[src/rtl/linear_pair_collector_if.sv]
// Pair-input and serial-output bus of linear_pair_collector.
// master is the collector's view; slave is the surrounding linear stage plus downstream sink.
interface linear_pair_collector_if #(
    parameter int DATA_W = 32
);
    logic              in_done;
    logic [DATA_W-1:0] in_d0;
    logic [DATA_W-1:0] in_d1;
    logic              m_valid;
    logic              m_ready;
    logic [DATA_W-1:0] m_data;
    logic              m_last;

    modport master (
        input  in_done, in_d0, in_d1, m_ready,
        output m_valid, m_data, m_last
    );

    modport slave (
        output in_done, in_d0, in_d1, m_ready,
        input  m_valid, m_data, m_last
    );
endinterface

[src/rtl/linear_pair_collector.sv]
// Collects even/odd row float pairs into a row-ordered buffer, then replays the frame as a serial stream.
// Optional build macro COLLECT_NAN_FLAG_EN enables sticky NaN detection on accepted pairs.
module linear_pair_collector #(
    parameter int DATA_W    = 32,
    parameter int MAX_PAIRS = 32,
    parameter int LEN_W     = 6
) (
    input  logic                    clk,
    input  logic                    rst_n,
    input  logic                    start,
    input  logic [LEN_W-1:0]        frame_len,
    linear_pair_collector_if.master bus,
    output logic                    collecting,
    output logic                    busy,
    output logic                    frame_done,
    output logic                    cfg_err,
    output logic                    overrun,
    output logic                    nan_seen
);
    localparam int               DEPTH   = 2 * MAX_PAIRS;
    localparam int               AW      = $clog2(DEPTH);
    localparam logic [LEN_W-1:0] MAX_LEN = LEN_W'(MAX_PAIRS);

    typedef enum logic [1:0] {
        IDLE,
        COLLECT,
        DRAIN
    } state_t;

    state_t            state_q;
    state_t            state_d;
    logic [LEN_W-1:0]  tgt_q;
    logic [LEN_W-1:0]  wr_cnt_q;
    logic [LEN_W:0]    rd_idx_q;
    logic [DATA_W-1:0] buf_mem [DEPTH];

    logic              len_ok;
    logic              start_ok;
    logic              start_bad;
    logic              wr_en;
    logic              xfer;
    logic              last_word;
    logic              stray_done;
    logic [LEN_W:0]    last_idx;
    logic [AW-1:0]     wr_idx0;
    logic [AW-1:0]     wr_idx1;

    always_ff @(posedge clk or negedge rst_n) begin
        if (!rst_n) begin
            state_q <= IDLE;
        end else begin
            state_q <= state_d;
        end
    end

    always_comb begin
        state_d         = state_q;
        start_ok        = 1'b0;
        start_bad       = 1'b0;
        wr_en           = 1'b0;
        xfer            = 1'b0;
        stray_done      = 1'b0;
        len_ok          = (frame_len != '0) && (frame_len <= MAX_LEN);
        last_idx        = {tgt_q, 1'b0} - (LEN_W+1)'(1);
        last_word       = (rd_idx_q == last_idx);
        collecting      = (state_q == COLLECT);
        busy            = (state_q != IDLE);
        bus.m_valid     = (state_q == DRAIN);
        bus.m_last      = (state_q == DRAIN) && last_word;
        bus.m_data      = buf_mem[AW'(rd_idx_q)];
        case (state_q)
            IDLE: begin
                stray_done = bus.in_done;
                if (start) begin
                    if (len_ok) begin
                        start_ok = 1'b1;
                        state_d  = COLLECT;
                    end else begin
                        start_bad = 1'b1;
                    end
                end
            end
            COLLECT: begin
                if (bus.in_done) begin
                    wr_en = 1'b1;
                    if (wr_cnt_q == tgt_q - LEN_W'(1)) begin
                        state_d = DRAIN;
                    end
                end
            end
            DRAIN: begin
                stray_done = bus.in_done;
                if (bus.m_ready) begin
                    xfer = 1'b1;
                    if (last_word) begin
                        state_d = IDLE;
                    end
                end
            end
            default: state_d = IDLE;
        endcase
    end

    // Control counters and status flags; a stray pair in the start cycle still marks overrun.
    always_ff @(posedge clk or negedge rst_n) begin
        if (!rst_n) begin
            tgt_q      <= '0;
            wr_cnt_q   <= '0;
            rd_idx_q   <= '0;
            frame_done <= 1'b0;
            cfg_err    <= 1'b0;
            overrun    <= 1'b0;
        end else begin
            frame_done <= xfer && last_word;
            cfg_err    <= start_bad;
            if (start_ok) begin
                tgt_q    <= frame_len;
                wr_cnt_q <= '0;
                rd_idx_q <= '0;
                overrun  <= 1'b0;
            end
            if (stray_done) begin
                overrun <= 1'b1;
            end
            if (wr_en) begin
                wr_cnt_q <= wr_cnt_q + LEN_W'(1);
            end
            if (xfer) begin
                rd_idx_q <= rd_idx_q + (LEN_W+1)'(1);
            end
        end
    end

    assign wr_idx0 = AW'({wr_cnt_q, 1'b0});
    assign wr_idx1 = wr_idx0 | AW'(1);

    // Buffer holds data only; its contents after reset are irrelevant.
    always_ff @(posedge clk) begin
        if (wr_en) begin
            buf_mem[wr_idx0] <= bus.in_d0;
            buf_mem[wr_idx1] <= bus.in_d1;
        end
    end

`ifdef COLLECT_NAN_FLAG_EN
    function automatic logic is_nan(input logic [30:0] w);
        return (&w[30:23]) && (|w[22:0]);
    endfunction

    always_ff @(posedge clk or negedge rst_n) begin
        if (!rst_n) begin
            nan_seen <= 1'b0;
        end else if (start_ok) begin
            nan_seen <= 1'b0;
        end else if (wr_en && (is_nan(bus.in_d0[30:0]) || is_nan(bus.in_d1[30:0]))) begin
            nan_seen <= 1'b1;
        end
    end
`else
    assign nan_seen = 1'b0;
`endif

endmodule

[src/flat_wrapper.sv]
// flat-port wrapper written by rule: the top's interface ports become plain ports
module linear_pair_collector_flat 
#(
    parameter int DATA_W    = 32,
    parameter int MAX_PAIRS = 32,
    parameter int LEN_W     = 6
)
  (clk, rst_n, start, frame_len, collecting, busy, frame_done, cfg_err, overrun, nan_seen, bus_in_done, bus_in_d0, bus_in_d1, bus_m_ready, bus_m_valid, bus_m_data, bus_m_last);
  linear_pair_collector_if #(.DATA_W(DATA_W)) bus_i ();
  input  logic clk;
  input  logic rst_n;
  input  logic start;
  input  logic [LEN_W-1:0] frame_len;
  output logic collecting;
  output logic busy;
  output logic frame_done;
  output logic cfg_err;
  output logic overrun;
  output logic nan_seen;
  input wire logic [$bits(bus_i.in_done)-1:0] bus_in_done;
  input wire logic [$bits(bus_i.in_d0)-1:0] bus_in_d0;
  input wire logic [$bits(bus_i.in_d1)-1:0] bus_in_d1;
  input wire logic [$bits(bus_i.m_ready)-1:0] bus_m_ready;
  output wire logic [$bits(bus_i.m_valid)-1:0] bus_m_valid;
  output wire logic [$bits(bus_i.m_data)-1:0] bus_m_data;
  output wire logic [$bits(bus_i.m_last)-1:0] bus_m_last;
  assign bus_i.in_done = bus_in_done;
  assign bus_i.in_d0 = bus_in_d0;
  assign bus_i.in_d1 = bus_in_d1;
  assign bus_i.m_ready = bus_m_ready;
  assign bus_m_valid = bus_i.m_valid;
  assign bus_m_data = bus_i.m_data;
  assign bus_m_last = bus_i.m_last;
  linear_pair_collector #(.DATA_W(DATA_W), .MAX_PAIRS(MAX_PAIRS), .LEN_W(LEN_W)) u_core (.clk(clk), .rst_n(rst_n), .start(start), .frame_len(frame_len), .bus(bus_i), .collecting(collecting), .busy(busy), .frame_done(frame_done), .cfg_err(cfg_err), .overrun(overrun), .nan_seen(nan_seen));
endmodule
[config.mk]
export PLATFORM = sky130hd
export DESIGN_NAME = linear_pair_collector_flat
export DESIGN_NICKNAME = d
export VERILOG_FILES = /design/src/rtl/linear_pair_collector_if.sv /design/src/rtl/linear_pair_collector.sv /design/src/flat_wrapper.sv
export SDC_FILE = /design/constraint.sdc
export NUM_CORES = 2
export LEC_CHECK = 0
export ABC_CLOCK_PERIOD_IN_PS = 11150
export CAP_MARGIN = 40
export CELL_PAD_IN_SITES_DETAIL_PLACEMENT = 1
export CELL_PAD_IN_SITES_GLOBAL_PLACEMENT = 1
export CORE_ASPECT_RATIO = 0.8
export CORE_UTILIZATION = 55
export DETAILED_ROUTE_END_ITERATION = 8
export PLACE_DENSITY = 0.78
export SYNTH_ARGS = -nofsm -noshare
export SYNTH_HDL_FRONTEND = slang
export SYNTH_SLANG_ARGS = --single-unit
[constraint.sdc]
create_clock -name clk -period 11.15 [get_ports clk]
set_input_delay 1.115 -clock clk [delete_from_list [all_inputs] [get_ports clk]]
set_output_delay 1.115 -clock clk [all_outputs]
set_load 0.02 [all_outputs]
-- Yosys cells after proc, flatten, opt, wreduce, memory -nomap -nowiden
Memory sizes are Yosys's and may differ from the RTL's.
Cells that the tools add are included.
- bits of input ports: 75
- bits in registers: 24
- RAM bits: 2048
- output and inout port bits: 40
- memories: 1
- logic and storage cells: 60
- memories (memory ; depth ; bits a word ; read ports ; clocked after memory_dff ; wr ports ; line ; source):
    u_core.buf_mem ; 64 ; 32 ; 1 ; 0 ; 2 ; linear_pair_collector.sv:35 ; logic [DATA_W-1:0] buf_mem [DEPTH];
- multiplexer cells: 26
- reduce and logical (&&, ||, !) cells: 11
- $add $sub $neg: 4
- eq/ne operators: 10
- $lt $le $gt $ge: 1
- operator list (operator ; count):
    $mux W1 ; 15
    $mux W7 ; 2
    $mux W2 ; 6
    $mux W6 ; 2
    $ne A2 B1 Y1 const B ; 4
    $reduce_bool A2 Y1 ; 4
    $add A7 B1 Y7 const B ; 1
    $eq A7 B7 Y1 ; 1
    $sub A7 B1 Y7 const B ; 1
    $add A6 B1 Y6 const B ; 1
    $eq A6 B6 Y1 ; 1
    $le A6 B6 Y1 const B ; 1
    $pmux W2 S3 ; 1
    $reduce_and A6 Y1 ; 1
    $reduce_bool A6 Y1 ; 1
    $sub A6 B1 Y6 const B ; 1
    $ne A2 B2 Y1 const B ; 2
    $logic_and A1 B1 Y1 ; 3
    $eq A2 B1 Y1 const B ; 1
    $eq A2 B2 Y1 const B ; 1
    $logic_not A2 Y1 ; 1
    $reduce_or A2 Y1 ; 1

-- Depth between registers and ports, before layout
- depth after elaboration: 7
- mapped depth: 11
- mapped depth without buffers: 7

-- Worst setup path after synthesis
Ideal clock, no wire load.
- path type: input port to flip-flop
- start point: input bus_in_done
- end point: memory u_core.buf_mem[46][0], enable pin
- buffers on the path: 1
- arrival: 4.296 ns
- path slack: 6.367 ns
- setup time: 0.487 ns
- required time: 10.663 ns
- stages on the path: 4
- cells stage by stage: and2_0 > clkbuf_1 > nand2_1 > nor2_1
- RTL lines (item ; line ; source):
    start: declaration ; flat_wrapper.sv:20 ; input wire logic [$bits(bus_i.in_done)-1:0] bus_in_done;
    end: declaration ; linear_pair_collector.sv:35 ;

-- Final worst setup path
- start point: register u_core.rd_idx_q[1]
- end point: output bus_m_data[21]
- word-level cells in the longest chain between the ends: 1
- ends and longest elaborated chain (item ; line ; source):
    start: declaration ; linear_pair_collector.sv:34 ; logic [LEN_W:0] rd_idx_q;
    start signal: assignment ; linear_pair_collector.sv:129 ; rd_idx_q <= rd_idx_q + (LEN_W+1)'(1);
    $mem_v2 Z64 W32 ; -- ;
    end: declaration ; flat_wrapper.sv:25 ; output wire logic [$bits(bus_i.m_data)-1:0] bus_m_data;
Every way passes these cells.

==> results.toml <==
[outcome]
status = "completed"

[yosys]
synth_seq_cells = 2072
synth.distinct_cells = 64
synth_area_leaders = "edfxtp_1, mux4_2, mux2i_1"
synth_flop_cell = "edfxtp_1"
yosysTopAreaCell = "edfxtp_1"
synthesis.nets = 3615
synth_top_area_share = 0.771
yosysSeqAreaShare = 0.779
async_reset_ff_frac = 0.0116
syn_avg_cell_area_um2 = 22.6
synthCells = 3534
yosys_warnings = 0
synth_area_mm2 = 0.0798
synth_edf_count = 2048

[timing]
maxSlewHeadroom = 0.315
rsz0062_at_grt = "no"
slew_violations = 0
finClkSkew_ns = 0.0207
worst_slew_pin_slew_ns = 1.03
fin_ws_ns = 4.20
fmaxAchievable_ghz = 0.144
period_minus_slack_ns = 6.95
timing.final.crit_share = 0.623
fin_setup_tns_ns = 0
hold_viol = 0
setup_viol = 0

[cells_and_area]
layout.nets = 3904
area_delta_synth_final_pct = 14.2
n_fill_cell = 11300
drive_above_1_share = 0.262

[route]
vias = 39900
via_per_inst = 6.80
drc = 0
drt_first_pass_iters = 5
ant_nets = 0
dr.first_iter.drc_count = 5007
routed_wl_um = 212000
wl_per_cell_um = 36.1

[clock_network]
cts_buffers = 192
cts.htree.levels = 4
cts-hold-fix-buffers = 0
cts_tree = "built"
clock_path_buffers = 3
root_buffer = "clkbuf_16"
clock-sinks = 2072
clkTransAtPathRegs_ns = 0.06
post_cts_resized = 0
post_cts_buffers = 0
clock_latency_ns = 0.85

[power_and_ir_drop]
max-vdd-ir-drop_v = 0.000165
p_switching_mw = 4.48
power_frac_clock = 0.347
combPwrFrac = 0.156
seqPwrFrac = 0.497
p_int_mw = 13.7
leakage_nw = 27.6
powerDensity_mw_per_mm2 = 199
switching_share = 0.247
total_power_mw = 18.2

[critical_path]
critPathArrivalTime_ns = 5.84
critPathKind = "flip-flop to primary output"
timing.rr.start = "u_core.rd_idx_q[3]$_DFFE_PN0P_"
end_kind = "primary output"
path_max_fanout = 57
critPathLaunch = "u_core.rd_idx_q[1]$_DFFE_PN0P_"
required_ns = 10.04
start_kind = "flip-flop"

[placed_design]
gp_congestion = 0.757
hpwl_um = 119000
dpl_worst_slack_ns = 5.02
port-buffer-count = 113

[floorplan]
num_rows = 124
start_util = 0.556
dieWidth_um = 428
ioPinCount = 115
design.core.area_mm2 = 0.143
dieArea_mm2 = 0.147
dieHeight_um = 343

[min_path]
min_path_type = "flip-flop to flip-flop"
hp-start = "u_core.overrun$_DFFE_PN0P_"

[global_route]
grt_max_degree = 128
grt_overflow = 0
antenna_found_initial = 7
grt_usage = 0.293
grt_pass1_wl_um = 303000
grt_pass1_vias = 42400

[job]
drv_cap = 0
-- path summary, 6_finish.rpt --
| path | endpoint | slack [ns] | depth (start not counted) |
|---|---|---|---|
| worst max-delay path | bus_m_data[21] | 4.20 | 9 |
| worst min-delay path | u_core.overrun$_DFFE_PN0P_ | 0.50 | 1 |
| worst max register to register | u_core.rd_idx_q[6]$_DFFE_PN0P_ | 7.16 | 8 |
| worst min register to register | u_core.overrun$_DFFE_PN0P_ | 0.50 | 1 |
| max in group asynchronous | u_core.rd_idx_q[2]$_DFFE_PN0P_ | 10.17 | 2 |
| min in group asynchronous | u_core.rd_idx_q[1]$_DFFE_PN0P_ | 0.67 | 2 |
-- cells by family after synthesis --
family	after synthesis	share of synthesized area
buf+inv	208	0.0134
other cells	1	0.0000470
fa+ha+maj	6	0.000941
xor+xnor	13	0.00213
flops	2072	0.779
mux	707	0.166
simple gates	217	0.0131
compound gates	310	0.0258
-- critical path: stages (launching register included) --
cell             delay (ns)
dfrtp_4                0.88
buf_4                  0.72
buf_4                  0.61
buf_4                  0.79
mux4_2                 0.36
a22oi_1                0.09
a21oi_1                0.43
a31oi_1                0.11
o21ai_0                0.27
clkdlybuf4s50_1        0.65
-- registers in the layout (all words and copies together), names as in the netlist --
register / flops
u_core.tgt_q: 6
u_core.cfg_err: 1
u_core.wr_cnt_q: 6
u_core.overrun: 1
u_core.rd_idx_q: 7
u_core.state_q: 2
u_core.frame_done: 1
u_core.buf_mem: 2048
-- final cells by class --
type,instances,area [um2],share of cell area
flip-flops and latches,2072,62100,0.682
clock buffers,244,5110,0.0562
multi-input cells,1254,16900,0.186
well taps,1890,2360,0.0260
clock inverters,97,767,0.00842
repair buffers,292,3750,0.0412
diodes,1,2.50,0.0000275
inverters,11,41.3,0.000453
-- Yosys cell counts (all sizes together), types with 4 or more instances --
master  instances
edfxtp       2048
mux4          487
mux2i         158
buf           132
nand2          81
o21ai          71
clkbuf         65
mux2           62
a22oi          58
nor2           45
a21oi          37
a31oi          30
nand4          29
o22ai          29
a211o          28
o211ai         27
dfrtp          24
nand3          15
nor2b          13
inv            10
xor2            7
and2            6
ha              6
nor3            5
nand3b          4
or3             4
-- power groups by stage --
stage          Combinational (mW)  Clock (mW)  Sequential (mW)
3_5_place_dp                 2.84           0             9.19
3_3_place_gp                 2.66           0             9.17
2_1_floorplan                2.00           0             9.12
6_report                     2.84        6.29             9.03
5_1_grt                      3.01        6.60             9.05
4_1_cts                      2.87        6.37             9.03
-- through the flow --
stage,cells,util,cell area (um2),hold slack [ns]
after global routing,5861,0.635,91100,0.538
after floorplan,3534,-,79800,0.450
final,5861,0.635,91100,0.503
after global placement,5419,0.580,83200,0.483
after detailed placement,5517,0.594,85100,0.486
after CTS,5858,0.635,91000,0.506
-- metal layers --
layer,GRT usage,routed length [um],up-vias
li1,-,-,15600
met1,0.399,81600,21600
met2,0.483,106000,2278
met3,0.0542,17600,423
met4,0.0996,6540,8
met5,0,44,-
-- layout by cell type, fill, tap and decap left out, drive strengths merged, types with 13 or more instances in the layout --
cell type / instances
mux4: 487
dfrtp: 24
a31oi: 30
inv: 17
nand3: 15
o22ai: 29
o211ai: 27
nor2: 45
clkdlybuf4s50: 113
a21oi: 37
buf: 179
nand4: 29
edfxtp: 2048
clkbuf: 244
o21ai: 71
nor2b: 13
mux2i: 158
nand2: 81
clkinv: 79
mux2: 62
a211o: 28
a22oi: 58
Note: power is estimated with default switching activity, not from simulation.
